### src/rtl/alu_pkg.sv
// Shared definitions for ALU functional units.
//   XLEN       operand/result width
//   ROB_IDX_W  reorder-buffer index width
//   alu_func_e 4-bit ALU opcode encoding; codes above AluSra are illegal
//   cdb_pkt_t  one result as broadcast on the common data bus
package alu_pkg;

  localparam int unsigned XLEN      = 32;
  localparam int unsigned ROB_IDX_W = 3;

  typedef enum logic [3:0] {
    AluAdd  = 4'd0,
    AluSub  = 4'd1,
    AluAnd  = 4'd2,
    AluOr   = 4'd3,
    AluXor  = 4'd4,
    AluSlt  = 4'd5,
    AluSltu = 4'd6,
    AluSll  = 4'd7,
    AluSrl  = 4'd8,
    AluSra  = 4'd9
  } alu_func_e;

  typedef struct packed {
    logic [XLEN-1:0]      value;
    logic [ROB_IDX_W-1:0] rob_idx;
    logic                 exc;
  } cdb_pkt_t;

endpackage

### src/rtl/alu_functional_unit_if.sv
// Issue and CDB signals of the ALU functional unit.
//   issue side : valid_in, opcode_in, rval1_in, rval2_in, rob_idx_in (to FU), fu_busy_out (from FU)
//   CDB side   : cdb_req_out, cdb_value_out, cdb_rob_idx_out, cdb_exc_out (from FU), cdb_grant_in (to FU)
//   slave  : the functional unit
//   master : the reservation station / CDB arbiter environment
interface alu_functional_unit_if;
  import alu_pkg::*;

  logic                 valid_in;
  logic [3:0]           opcode_in;
  logic [XLEN-1:0]      rval1_in;
  logic [XLEN-1:0]      rval2_in;
  logic [ROB_IDX_W-1:0] rob_idx_in;
  logic                 fu_busy_out;
  logic                 cdb_req_out;
  logic                 cdb_grant_in;
  logic [XLEN-1:0]      cdb_value_out;
  logic [ROB_IDX_W-1:0] cdb_rob_idx_out;
  logic                 cdb_exc_out;

  modport slave (
    input  valid_in, opcode_in, rval1_in, rval2_in, rob_idx_in, cdb_grant_in,
    output fu_busy_out, cdb_req_out, cdb_value_out, cdb_rob_idx_out, cdb_exc_out
  );

  modport master (
    output valid_in, opcode_in, rval1_in, rval2_in, rob_idx_in, cdb_grant_in,
    input  fu_busy_out, cdb_req_out, cdb_value_out, cdb_rob_idx_out, cdb_exc_out
  );

endinterface

### src/rtl/alu_core.sv
// Purely combinational integer ALU datapath.
//   opcode_i  alu_func_e encoding (10..15 illegal)
//   a_i, b_i  operands; shifts use b_i[4:0] only
//   value_o   result (0 for illegal opcodes)
//   exc_o     1 when the opcode is illegal
module alu_core
  import alu_pkg::*;
(
  input  logic [3:0]      opcode_i,
  input  logic [XLEN-1:0] a_i,
  input  logic [XLEN-1:0] b_i,
  output logic [XLEN-1:0] value_o,
  output logic            exc_o
);

  logic [4:0] shamt;
  assign shamt = b_i[4:0];

  always_comb begin
    value_o = '0;
    exc_o   = 1'b0;
    case (opcode_i)
      AluAdd:  value_o = a_i + b_i;
      AluSub:  value_o = a_i - b_i;
      AluAnd:  value_o = a_i & b_i;
      AluOr:   value_o = a_i | b_i;
      AluXor:  value_o = a_i ^ b_i;
      AluSlt:  value_o = {{(XLEN-1){1'b0}}, $signed(a_i) < $signed(b_i)};
      AluSltu: value_o = {{(XLEN-1){1'b0}}, a_i < b_i};
      AluSll:  value_o = a_i << shamt;
      AluSrl:  value_o = a_i >> shamt;
      AluSra:  value_o = $unsigned($signed(a_i) >>> shamt);
      default: exc_o   = 1'b1;
    endcase
  end

endmodule

### src/rtl/alu_functional_unit.sv
// Integer ALU execution unit sitting between the reservation station and the CDB.
//   clk_in    clock, all state on rising edge
//   rst_n_in  asynchronous active-low reset
//   flush_in  synchronous squash of the EX stage and the result queue
//   fu_if     issue inputs / busy backpressure and CDB req/grant broadcast (slave modport)
// One op is latched into EX per accepted issue; the following edge computes its result
// and pushes it into a small FIFO whose head is offered on the CDB until granted.
module alu_functional_unit
  import alu_pkg::*;
#(
  parameter int unsigned ResultDepth = 2
) (
  input  logic                  clk_in,
  input  logic                  rst_n_in,
  input  logic                  flush_in,
  alu_functional_unit_if.slave  fu_if
);

  localparam int unsigned PtrW = $clog2(ResultDepth);
  localparam int unsigned CntW = $clog2(ResultDepth + 1);
  localparam int unsigned OccW = CntW + 1;
  localparam logic [PtrW-1:0] LastPtr  = PtrW'(ResultDepth - 1);
  localparam logic [CntW-1:0] FullCnt  = CntW'(ResultDepth);
  localparam logic [OccW-1:0] DepthOcc = OccW'(ResultDepth);

  // EX stage
  logic                 ex_valid_q, ex_valid_d;
  logic [3:0]           ex_op_q, ex_op_d;
  logic [XLEN-1:0]      ex_a_q, ex_a_d;
  logic [XLEN-1:0]      ex_b_q, ex_b_d;
  logic [ROB_IDX_W-1:0] ex_rob_q, ex_rob_d;

  // Result queue
  cdb_pkt_t             mem_q [ResultDepth];
  cdb_pkt_t             mem_d [ResultDepth];
  logic [PtrW-1:0]      head_q, head_d;
  logic [PtrW-1:0]      tail_q, tail_d;
  logic [CntW-1:0]      count_q, count_d;

  logic [XLEN-1:0]      wb_value;
  logic                 wb_exc;
  cdb_pkt_t             wb_pkt;
  cdb_pkt_t             head_pkt;
  logic [OccW-1:0]      occ;
  logic                 busy;
  logic                 accept;
  logic                 push;
  logic                 pop;

  function automatic logic [PtrW-1:0] ptr_inc(input logic [PtrW-1:0] p);
    return (p == LastPtr) ? '0 : p + PtrW'(1);
  endfunction

  alu_core u_alu_core (
    .opcode_i (ex_op_q),
    .a_i      (ex_a_q),
    .b_i      (ex_b_q),
    .value_o  (wb_value),
    .exc_o    (wb_exc)
  );

  assign wb_pkt = '{value: wb_value, rob_idx: ex_rob_q, exc: wb_exc};

  // Busy counts the EX op as already occupying a slot and ignores a same-cycle pop,
  // so it is purely registered and an accepted op always finds room in the queue.
  assign occ  = {1'b0, count_q} + {{CntW{1'b0}}, ex_valid_q};
  assign busy = (occ >= DepthOcc);

  always_comb begin
    accept = fu_if.valid_in && !busy;
    push   = ex_valid_q && !flush_in;
    pop    = (count_q != '0) && fu_if.cdb_grant_in && !flush_in;

    ex_valid_d = ex_valid_q;
    ex_op_d    = ex_op_q;
    ex_a_d     = ex_a_q;
    ex_b_d     = ex_b_q;
    ex_rob_d   = ex_rob_q;
    mem_d      = mem_q;
    head_d     = head_q;
    tail_d     = tail_q;
    count_d    = count_q;

    if (flush_in) begin
      ex_valid_d = 1'b0;
      head_d     = '0;
      tail_d     = '0;
      count_d    = '0;
    end else begin
      ex_valid_d = accept;
      if (accept) begin
        ex_op_d  = fu_if.opcode_in;
        ex_a_d   = fu_if.rval1_in;
        ex_b_d   = fu_if.rval2_in;
        ex_rob_d = fu_if.rob_idx_in;
      end
      if (push) begin
        mem_d[tail_q] = wb_pkt;
        tail_d        = ptr_inc(tail_q);
      end
      if (pop) begin
        head_d = ptr_inc(head_q);
      end
      if (push && !pop && (count_q != FullCnt)) begin
        count_d = count_q + CntW'(1);
      end else if (pop && !push) begin
        count_d = count_q - CntW'(1);
      end
    end
  end

  always_ff @(posedge clk_in or negedge rst_n_in) begin
    if (!rst_n_in) begin
      ex_valid_q <= 1'b0;
      ex_op_q    <= '0;
      ex_a_q     <= '0;
      ex_b_q     <= '0;
      ex_rob_q   <= '0;
      head_q     <= '0;
      tail_q     <= '0;
      count_q    <= '0;
      for (int i = 0; i < int'(ResultDepth); i++) begin
        mem_q[i] <= '0;
      end
    end else begin
      ex_valid_q <= ex_valid_d;
      ex_op_q    <= ex_op_d;
      ex_a_q     <= ex_a_d;
      ex_b_q     <= ex_b_d;
      ex_rob_q   <= ex_rob_d;
      head_q     <= head_d;
      tail_q     <= tail_d;
      count_q    <= count_d;
      mem_q      <= mem_d;
    end
  end

  // Outputs read registers only; an empty queue presents all zeros.
  always_comb begin
    head_pkt              = mem_q[head_q];
    fu_if.fu_busy_out     = busy;
    fu_if.cdb_req_out     = (count_q != '0);
    fu_if.cdb_value_out   = '0;
    fu_if.cdb_rob_idx_out = '0;
    fu_if.cdb_exc_out     = 1'b0;
    if (count_q != '0) begin
      fu_if.cdb_value_out   = head_pkt.value;
      fu_if.cdb_rob_idx_out = head_pkt.rob_idx;
      fu_if.cdb_exc_out     = head_pkt.exc;
    end
  end

endmodule

### src/flat_wrapper.sv
// flat-port wrapper written by rule: the top's interface ports become plain ports
module alu_functional_unit_flat import alu_pkg::*;
#(
  parameter int unsigned ResultDepth = 2
)
  (clk_in, rst_n_in, flush_in, fu_if_valid_in, fu_if_opcode_in, fu_if_rval1_in, fu_if_rval2_in, fu_if_rob_idx_in, fu_if_cdb_grant_in, fu_if_fu_busy_out, fu_if_cdb_req_out, fu_if_cdb_value_out, fu_if_cdb_rob_idx_out, fu_if_cdb_exc_out);
  alu_functional_unit_if fu_if_i ();
  input  logic clk_in;
  input  logic rst_n_in;
  input  logic flush_in;
  input wire logic [$bits(fu_if_i.valid_in)-1:0] fu_if_valid_in;
  input wire logic [$bits(fu_if_i.opcode_in)-1:0] fu_if_opcode_in;
  input wire logic [$bits(fu_if_i.rval1_in)-1:0] fu_if_rval1_in;
  input wire logic [$bits(fu_if_i.rval2_in)-1:0] fu_if_rval2_in;
  input wire logic [$bits(fu_if_i.rob_idx_in)-1:0] fu_if_rob_idx_in;
  input wire logic [$bits(fu_if_i.cdb_grant_in)-1:0] fu_if_cdb_grant_in;
  output wire logic [$bits(fu_if_i.fu_busy_out)-1:0] fu_if_fu_busy_out;
  output wire logic [$bits(fu_if_i.cdb_req_out)-1:0] fu_if_cdb_req_out;
  output wire logic [$bits(fu_if_i.cdb_value_out)-1:0] fu_if_cdb_value_out;
  output wire logic [$bits(fu_if_i.cdb_rob_idx_out)-1:0] fu_if_cdb_rob_idx_out;
  output wire logic [$bits(fu_if_i.cdb_exc_out)-1:0] fu_if_cdb_exc_out;
  assign fu_if_i.valid_in = fu_if_valid_in;
  assign fu_if_i.opcode_in = fu_if_opcode_in;
  assign fu_if_i.rval1_in = fu_if_rval1_in;
  assign fu_if_i.rval2_in = fu_if_rval2_in;
  assign fu_if_i.rob_idx_in = fu_if_rob_idx_in;
  assign fu_if_i.cdb_grant_in = fu_if_cdb_grant_in;
  assign fu_if_fu_busy_out = fu_if_i.fu_busy_out;
  assign fu_if_cdb_req_out = fu_if_i.cdb_req_out;
  assign fu_if_cdb_value_out = fu_if_i.cdb_value_out;
  assign fu_if_cdb_rob_idx_out = fu_if_i.cdb_rob_idx_out;
  assign fu_if_cdb_exc_out = fu_if_i.cdb_exc_out;
  alu_functional_unit #(.ResultDepth(ResultDepth)) u_core (.clk_in(clk_in), .rst_n_in(rst_n_in), .flush_in(flush_in), .fu_if(fu_if_i));
endmodule
### config.mk
export PLATFORM = sky130hd
export DESIGN_NAME = alu_functional_unit_flat
export DESIGN_NICKNAME = d
export VERILOG_FILES = /design/src/rtl/alu_pkg.sv /design/src/rtl/alu_functional_unit_if.sv /design/src/rtl/alu_core.sv /design/src/rtl/alu_functional_unit.sv /design/src/flat_wrapper.sv
export SDC_FILE = /design/constraint.sdc
export NUM_CORES = 1
export LEC_CHECK = 0
export CAP_MARGIN = 25
export CORE_MARGIN = 2
export CORE_UTILIZATION = 45
export CTS_BUF_LIST = sky130_fd_sc_hd__clkbuf_8
export DETAILED_ROUTE_END_ITERATION = 12
export PLACE_DENSITY_LB_ADDON = 0.08
export SYNTH_ARGS = -nofsm -noshare
export SYNTH_HDL_FRONTEND = slang
export SYNTH_HIERARCHICAL = 1
export SYNTH_SLANG_ARGS = --single-unit
### constraint.sdc
create_clock -name clk_in -period 7.2 [get_ports clk_in]
set_clock_uncertainty 0.05 [all_clocks]
set_input_delay 1.44 -clock clk_in [delete_from_list [all_inputs] [get_ports clk_in]]
set_output_delay 1.44 -clock clk_in [all_outputs]
set_load 0.005 [all_outputs]
Yosys cells after proc, flatten, opt, wreduce, memory -nomap -nowiden
Index checks and enable logic that the tools add are counted.
{ "totals": {"ff_bits": 148, "latchBits": 0, "mem_bits_rw": 0, "romBits": 0, "inputBits": 76, "out_inout_bits": 38, "wordCells": 87, "n_memories": 0} }
{ "classes": {"add_sub_neg": 7, "n_mul": 0, "n_div": 0, "magnitude_cmp": 6, "n_eq_ne": 10, "shift": 3, "mux": 21, "bitwise": 6, "n_reduce_logical": 20} }
{ "op_table": {"columns": ["cell", "count"], "rows": [
  ["32-bit one-hot mux with 10 select lines", 1],
  ["36-bit two-way mux", 4],
  ["72-bit bitwise mux", 1],
  ["32-bit less-than comparator", 2],
  ["36-bit demux with 1-bit select", 1],
  ["32-bit adder", 1],
  ["32-bit bitwise AND", 1],
  ["32-bit two-way mux", 1],
  ["32-bit bitwise OR", 1],
  ["32-bit by 5-bit << shifter with 32-bit output", 1],
  ["32-bit by 5-bit right shift with 32-bit output", 1],
  ["32-bit by 5-bit >>> shifter with 32-bit output", 1],
  ["32-bit subtractor", 1],
  ["32-bit bitwise XOR", 1],
  ["4-bit by 3-bit == test with 1-bit output (second input constant)", 4],
  ["10-bit OR reduction", 1],
  ["1-bit two-way mux", 9],
  ["4-bit by 2-bit == test with 1-bit output (second input constant)", 2],
  ["4-bit == test (second input constant)", 2],
  ["1-bit logical AND", 8],
  ["2-bit two-way mux", 3],
  ["2-bit nonzero test", 3],
  ["4-bit by 1-bit == test with 1-bit output (second input constant)", 1],
  ["2-bit >= comparator (second input constant)", 2],
  ["other kinds (14)", 20]
]} }

Longest topological paths before layout
Gate-level depths: netlist of run 1.
{ "logic_depth": {"word_depth": 8, "mapped_depth": 16, "mapped_depth_nobuf": 14} }

Modules after synthesis
Netlist of run 1, hierarchy kept.
{ "modules_own_cells": {"columns": ["module", "instances", "cells_per_inst", "area_per_inst_um2", "seq_area_each_um2"], "rows": [
  ["alu_core", 1, 1254, 8222.9, 0.0],
  ["alu_functional_unit", 1, 410, 6454.9, 3703.6]
]} }

Least setup slack after synthesis of run 1
No wires, ideal clock.
{ "synth_timing": {"kind": "register to register", "startpoint": "register u_core.ex_b_q[3]", "endpoint": "register u_core/mem_q[71] (netlist name)", "setup_ns": 0.125, "t_arrival_ns": 3.720, "t_required_ns": 7.025, "setup_slack_ns": 3.306, "path_stages_with_launch": 17, "path_buffers": 4, "period_less_slack_ns": 3.894, "cell_sequence": "dfrtp_1 -> buf_2 -> inv_1 -> clkbuf_1 -> clkbuf_1 -> ha_1 -> buf_2 -> a21o_1 -> a21oi_1 -> a21oi_1 -> a21oi_1 -> o221ai_1 -> a311oi_1 -> o32ai_2 -> mux2i_1 -> a211o_1 -> mux2_2"} }
{ "synth_between": {"elab_chain_len": 3, "elab_cells_between_ends": 7, "classes_between": "add/sub (2); shift (3); mux (2)"} }
{ "synth_lines": {"columns": ["element", "line", "rtl"], "rows": [
  ["start: declaration", "alu_functional_unit.sv:30", "logic [XLEN-1:0] ex_b_q, ex_b_d;"],
  ["start signal: assignment", "alu_functional_unit.sv:117", "ex_b_q <= '0;"],
  ["start signal: assignment", "alu_functional_unit.sv:129", "ex_b_q <= ex_b_d;"],
  ["32-bit subtractor (tied with other cells)", "alu_core.sv:24", "AluSub: value_o = a_i - b_i;"],
  ["32-bit one-hot mux with 10 select lines *", "alu_core.sv:22", "case (opcode_i)"],
  ["via u_core.wb_value[31]", "alu_functional_unit.sv:40", "logic [XLEN-1:0] wb_value;"],
  ["72-bit bitwise mux *", "alu_functional_unit.sv:98", "mem_d[tail_q] = wb_pkt;"],
  ["end signal: assignment", "alu_functional_unit.sv:134", "mem_q <= mem_d;"],
  ["end: declaration", "alu_functional_unit.sv:34", "cdb_pkt_t mem_q [ResultDepth];"]
]} }
The timed path passes the listed nets; every way through them passes the cells marked *.
A chain may end at the register's enable or synchronous reset.

Worst setup path in the final report of run 1
{ "layout_timing": {"startpoint": "register u_core.ex_b_q[0]", "endpoint": "register u_core/mem_q[32] (netlist name)"} }
Same word-level chain as after synthesis.

==> metrics.yaml, run 1 <==
status: "complete, no violations"
nNetsFinal: 1880
path_buf_inv: 1
synth-async-reset-ratio_pct: 100
cpPeakStageDelay_ps: 1000
htreeDepth: 4
cp_top_family: "compound AO/OA/AOI/OAI gates"
cts_root_buf: "clkbuf_8"
grt_setup_unrepaired: "no"
overflow: 0
vias: 13600
drc: 0
path_cells: "ha_1 > inv_1 > fa_1 > nand2b_1 > a21oi_1 > o41ai_2 > o31ai_2 > nor2_1 > o21bai_1 > a211o_1 > a221o_1 > a21o_1 > mux2_2"
synth_compound_area_share_pct: 21.8
crit_required_ps: 7530
rows: 66
power.switching_uw: 2260
grt_pass1_vias: 12900
yosys.area_share.xor_xnor_pct: 1.13
synthCells: 1664
p_seq_share_pct: 28.3
synth_adder_area_share_pct: 8.54
slew_headroom_pct: 29.0
yosys.area_share.simple_pct: 13.0
nFillCells: 3132
ir_drop_mv: 0.160
die_h_um: 185
setup_tns_ps: 0
cts_hold_buf: 0
routabilityCongestion: 0.985
first_pass_iters: 5
worst_slew_pin_slew_ps: 1060
synth.distinct_cells: 86
yosysSeqAreaShare_pct: 25.2
intPower_uw: 2480
cts_buffers: 17
num_io_pins: 114
clkTransAtPathRegs_ps: 100
fmax_mhz: 226
min_path_cells: 1
place_hpwl_um: 41700
crit_path_start_kind: "flip-flop"
r2r-end: "u_core/mem_q[32]$_DFFE_PN0P_"
setup_violations: 0
synth_flop_cell: "dfrtp_1"
vias_per_cell: 6.30
drtIter0Drc: 1499
hp-start: "u_core/mem_q[6]$_DFFE_PN0P_"
reg2reg_slack_ps: 2770
clockBufferDepth: 2
cp.arrival_ps: 4760
syn-cell-area_um2: 14700
cts_tree: "done"
wl_per_cell_um: 26.3
ant_nets: 0
ff2ff_path_depth: 13
p_comb_share_pct: 56.6
wl_um: 56900
ctsResizeCount: 0
power_frac_clock_pct: 15.1
cts_setup_buffers: 0
syn_to_final_growth_pct: 11.6
endpoint_kind: "flip-flop"
grt_usage_pct: 33.5
syn_area_per_cell_um2: 8.82
rr_startpoint: "u_core/ex_b_q[0]$_DFFE_PN0P_"
crit_slowest_cell: "dfrtp_4"
p_per_area_nw_per_um2: 290
crit_type: "reg -> reg"
ys_warn_count: 6
holdPathEnd: "u_core/mem_q[6]$_DFFE_PN0P_"
power_uw: 4750
fin_crit_ps: 4430
clk_latency_ps: 510
die_w_um: 185
fin_crit_sh_pct: 61.6
die_area_um2: 34100
synth_edf_count: 0
core_um2: 32300
io_buffers: 113
hold_viol: 0
synth_top_family_by_area: "multiplexers"
report.final.slew_viol_count: 0
cp_max_fo: 68
start_util_pct: 45.5
cellLeakagePower_uw: 0.00711
antenna_found_initial: 0
drive_gt1_share_pct: 15.6
grt_max_degree: 79
cts.sink_count: 148
ys_seq_elements: 148
min_path_type: "reg -> reg"
netSwitchingFraction_pct: 47.7
cap_violations: 0
synthMuxAreaShare_pct: 23.4
syn_nets: 1839
grt_pass1_wl_um: 84300
[layer usage]
| metal | vias up | global-route usage, % | wire length (um) |
|---|---|---|---|
| li1 | 6194 | - | - |
| met1 | 6686 | 45.5 | 24700 |
| met2 | 630 | 52.3 | 25400 |
| met3 | 107 | 5.45 | 4170 |
| met4 | 0 | 15.1 | 2570 |
| met5 | - | 0 | 0 |
[how the worst max path moves through the flow]
stage | from | end | slack (ps) | depth (start not counted)
after floorplan | u_core/ex_b_q[3]$_DFFE_PN0P_ | u_core/mem_q[71]$_DFFE_PN0P_ | 3310 | 16
after global placement | u_core/ex_b_q[0]$_DFFE_PN0P_ | u_core/mem_q[32]$_DFFE_PN0P_ | 2920 | 13
after detailed placement | u_core/ex_b_q[0]$_DFFE_PN0P_ | u_core/mem_q[32]$_DFFE_PN0P_ | 2870 | 13
after CTS | u_core/ex_b_q[0]$_DFFE_PN0P_ | u_core/mem_q[32]$_DFFE_PN0P_ | 2820 | 13
after global routing | u_core/ex_b_q[0]$_DFFE_PN0P_ | u_core/mem_q[32]$_DFFE_PN0P_ | 2490 | 13
final | u_core/ex_b_q[0]$_DFFE_PN0P_ | u_core/mem_q[32]$_DFFE_PN0P_ | 2770 | 13
[power by group through the flow]
stage          Clock (uW)  Sequential, uW  Combinational [uW]
5_1_grt               780            1380                2870
3_5_place_dp            0            1360                2600
3_3_place_gp            0            1350                2600
2_1_floorplan           0            1230                1870
6_report              716            1340                2690
4_1_cts               743            1340                2620
[stage by stage]
| step | area (um2) | hold WS (ps) | setup WS (ps) | std cells | util [%] |
|---|---|---|---|---|---|
| after CTS | 16400 | 466 | 2820 | 2160 | 50.7 |
| final | 16400 | 460 | 2770 | 2161 | 50.7 |
| after global routing | 16400 | 476 | 2490 | 2160 | 50.7 |
| after detailed placement | 16000 | 443 | 2870 | 2128 | 49.4 |
| after global placement | 16000 | 437 | 2920 | 2127 | 49.4 |
| after floorplan | 14700 | 429 | 3310 | 1664 | - |
[area by class of cell]
type / count / area (um2) / area share (%)
Inverter: 96 / 360 / 2.20
Timing Repair Buffer: 142 / 1350 / 8.23
Clock buffer: 18 / 248 / 1.51
Antenna cell: 1 / 2.50 / 0.0153
Clock inverter: 14 / 163 / 0.993
Sequential cell: 148 / 3710 / 22.7
Multi-Input combinational cell: 1300 / 9990 / 61.0
Tap cell: 442 / 553 / 3.38
[cell usage in the layout (no fill, tap or decap), drive strengths merged, types with 15 or more instances in the layout]
| cell | synthesis | final |
|---|---|---|
| nor2 | 199 | 199 |
| mux2 | 151 | 151 |
| a21oi | 149 | 149 |
| dfrtp | 148 | 148 |
| clkdlybuf4s50 | 0 | 112 |
| o21ai | 112 | 112 |
| inv | 95 | 103 |
| ha | 97 | 97 |
| nand2 | 88 | 88 |
| mux2i | 86 | 86 |
| nand3 | 31 | 31 |
| buf | 64 | 30 |
| o211ai | 29 | 29 |
| mux4 | 27 | 27 |
| a211oi | 26 | 26 |
| nor3 | 24 | 24 |
| clkbuf | 56 | 18 |
| a211o | 16 | 16 |
| nor2b | 15 | 15 |
| a21o | 15 | 15 |
| a22oi | 15 | 15 |
[sequential cells by signal, indices dropped and copies added, names as in the netlist]
register           cells
u_core/mem_q          72
u_core/ex_a_q         32
u_core/ex_b_q         32
u_core/ex_op_q         4
u_core/ex_rob_q        3
u_core/count_q         2
u_core/ex_valid_q      1
u_core/head_q          1
u_core/tail_q          1
[worst register-to-register path, stage by stage (launching register included)]
cell	delay [ps]
dfrtp_4	1000
ha_1	350
inv_1	60
fa_1	410
nand2b_1	110
a21oi_1	120
o41ai_2	390
o31ai_2	190
nor2_1	270
o21bai_1	200
a211o_1	340
a221o_1	360
a21o_1	190
mux2_2	260
[cells by family after synthesis]
logic type,Yosys count
AOI/OAI and AO/OA,492
xor gates and xnor gates,19
adders and majority gates,99
buffers and inverters,216
DFF,148
muxes,264
and+or+nand+nor,426
[synthesized netlist by cell type, drive strengths merged, types with 11 or more instances]
cell / instances / area share, %
nor2: 199 / 5.1
mux2: 151 / 13
a21oi: 149 / 5.1
dfrtp: 148 / 25
o21ai: 112 / 3.8
ha: 97 / 8.3
inv: 95 / 2.4
nand2: 88 / 2.3
mux2i: 86 / 5.9
buf: 64 / 3.0
clkbuf: 56 / 1.4
nand3: 31 / 1.1
o211ai: 29 / 1.5
mux4: 27 / 4.2
a211oi: 26 / 1.3
nor3: 24 / 0.82
a211o: 16 / 0.95
a21o: 15 / 0.77
a22oi: 15 / 0.77
nor2b: 15 / 0.64
a31oi: 14 / 0.60
nand2b: 14 / 0.60
o221ai: 14 / 0.84
o22ai: 14 / 0.60
nor4: 12 / 0.51
xnor2: 12 / 0.72
or3: 11 / 0.47
Note: power is estimated with default switching activity, not from simulation.
==> run 2, diff against run 1 <==
==> constraint.sdc (replaced) <==
create_clock -name clk_in -period 4.37 [get_ports clk_in]
set_clock_uncertainty 0.05 [all_clocks]
set_input_delay 0.874 -clock clk_in [delete_from_list [all_inputs] [get_ports clk_in]]
set_output_delay 0.874 -clock clk_in [all_outputs]
set_load 0.005 [all_outputs]
==> metrics.yaml, run 2 (synthesized netlist as in run 1, its figures left out) <==
drc: 0  # unchanged
clkTransAtPathRegs_ps: 110  # about the same
clk_latency_ps: 510  # about the same
clockBufferDepth: 2  # unchanged
worst_slew_pin_slew_ps: 1030  # -22.4 ps
p_per_area_nw_per_um2: 477  # +64%
cts.sink_count: 148  # unchanged
setup_tns_ps: 0  # unchanged
rr_startpoint: "u_core/ex_b_q[0]$_DFFE_PN0P_"
grt_pass1_vias: 13300  # +2.8%
reg2reg_slack_ps: 330  # -2440 ps
crit_slowest_cell: "dfrtp_4"
cts_buffers: 17  # unchanged
ff2ff_path_depth: 12  # -1
cap_violations: 0  # unchanged
setup_violations: 0  # unchanged
drtIter0Drc: 1559  # +4.0%
start_util_pct: 45.5  # unchanged
grt_pass1_wl_um: 83800  # -0.70%
core_um2: 32300  # unchanged
min_path_type: "in -> async"
crit_required_ps: 4710  # -2820 ps
cp_top_family: "compound AO/OA/AOI/OAI gates"
drive_gt1_share_pct: 17.7  # +2.1 points
report.final.slew_viol_count: 0  # unchanged
fmax_mhz: 248  # +9.7%
final_common_cell: "nor2_1"
fin_crit_ps: 4040  # -392 ps
endpoint_kind: "flip-flop"
reg.largest.list: "u_core/mem_q (72), u_core/ex_a_q (32), u_core/ex_b_q (32)"
grt_setup_unrepaired: "no"
antenna_found_initial: 0  # unchanged
grt_max_degree: 96  # +22%
grt_usage_pct: 33.3  # -0.21 points
die_h_um: 185  # unchanged
final_cell_mix: "198 x nor2_1, 148 x a21oi_1, 143 x dfrtp_1, 112 x clkdlybuf4s50_1, 105 x o21ai_0"
ir_drop_mv: 0.295  # +84%
cellLeakagePower_uw: 0.00736  # +3.5%
place_hpwl_um: 42800  # +2.6%
die_area_um2: 34100  # unchanged
placed_cells: 2174  # +2.2%
vias_per_cell: 6.28  # -0.35%
overflow: 0  # unchanged
syn_to_final_growth_pct: 14.3
rows: 66  # unchanged
cp.arrival_ps: 4380  # -380 ps
routabilityCongestion: 0.994  # +0.93%
ant_nets: 0  # unchanged
wl_um: 56600  # -0.56%
num_io_pins: 114  # unchanged
slew_headroom_pct: 30.5  # +1.5 points
crit_path_start_kind: "flip-flop"
path_cells: "ha_1 > fa_1 > a211oi_1 > o21ai_1 > and2_1 > a31o_2 > a21oi_1 > nor2b_1 > a31oi_1 > mux2i_1 > nand4_1 > mux2_2"
cp_max_fo: 5  # -93%
cts_tree: "done"
final_core_util_pct: 52.0  # +1.2 points
io_buffers: 113  # unchanged
cts_setup_buffers: 0  # unchanged
largest_register_ffs: 72  # unchanged
htreeDepth: 4  # unchanged
r2r-end: "u_core/mem_q[70]$_DFFE_PN0P_"
top_register: "u_core/mem_q"
nNetsFinal: 1926  # +2.4%
num_antenna_cells: 0  # -1
wl_per_cell_um: 25.6  # -2.6%
path_buf_inv: 0  # -1
fin_crit_sh_pct: 92.4  # +31 points
cts_root_buf: "clkbuf_8"
status: "complete, no violations"
vias: 13900  # +1.7%
die_w_um: 185  # unchanged
cts_hold_buf: 0  # unchanged
hold_viol: 0  # unchanged
crit_type: "reg -> reg"
first_pass_iters: 6  # +1
ctsResizeCount: 0  # unchanged
instances_no_fill: 2206  # +2.1%
cpPeakStageDelay_ps: 510  # -490 ps
## run 2: routing by layer
metal / routed length (um) / up-vias / part of all wire (%) / GRT usage (%)
li1: - / 6257 / - / -
met1: 24000 / 6700 / 43 / 44.3
met2: 24800 / 735 / 44 / 51.4
met3: 4000 / 160 / 7.1 / 5.08
met4: 3670 / 0 / 6.5 / 19.4
met5: 0 / - / 0 / 0
## run 2: worst reg2reg max path, stage by stage, from the launching register on
cell	delay, ps
dfrtp_4	510
ha_1	240
fa_1	430
a211oi_1	440
o21ai_1	220
and2_1	230
a31o_2	330
a21oi_1	340
nor2b_1	130
a31oi_1	220
mux2i_1	220
nand4_1	220
mux2_2	340
## run 2: worst max-delay path by stage
stage,end,from,depth (start not counted)
after CTS,u_core/mem_q[70]$_DFFE_PN0P_,u_core/ex_b_q[0]$_DFFE_PN0P_,12
after floorplan,u_core/mem_q[71]$_DFFE_PN0P_,u_core/ex_b_q[3]$_DFFE_PN0P_,16
after global routing,u_core/mem_q[70]$_DFFE_PN0P_,u_core/ex_a_q[7]$_DFFE_PN0P_,12
after detailed placement,u_core/mem_q[70]$_DFFE_PN0P_,u_core/ex_b_q[0]$_DFFE_PN0P_,12
after global placement,u_core/mem_q[70]$_DFFE_PN0P_,u_core/ex_b_q[0]$_DFFE_PN0P_,12
final,u_core/mem_q[70]$_DFFE_PN0P_,u_core/ex_b_q[0]$_DFFE_PN0P_,12
## run 2: per-stage QoR
stage               cell area (um2)  total power (uW)  setup WS (ps)  hold WS (ps)
floorplan                     14700              5110            476           429
CTS                           16800              7940            400           434
global placement              16300              6650            443           437
global route                  16800              8490            120           466
detailed placement            16300              6660            443           444
finish                        16800              8000            330           409
## run 2: layout make-up
cell class | instances | area [um2]
Clock buffer | 18 | 248
Clock inverter | 14 | 189
Fill cell | 3081 | 15500
Inverter | 96 | 360
Multi-Input combinational cell | 1300 | 9980
Sequential cell | 148 | 3710
Tap cell | 442 | 553
Timing Repair Buffer | 188 | 1730
## run 2: report_power, final
| part | total (uW) | switching (uW) | leakage (uW) | internal, uW |
|---|---|---|---|---|
| clock | 1240 | 644 | 0.000215 | 597 |
| combinational | 4660 | 2790 | 0.00533 | 1880 |
| sequential | 2100 | 321 | 0.00182 | 1780 |
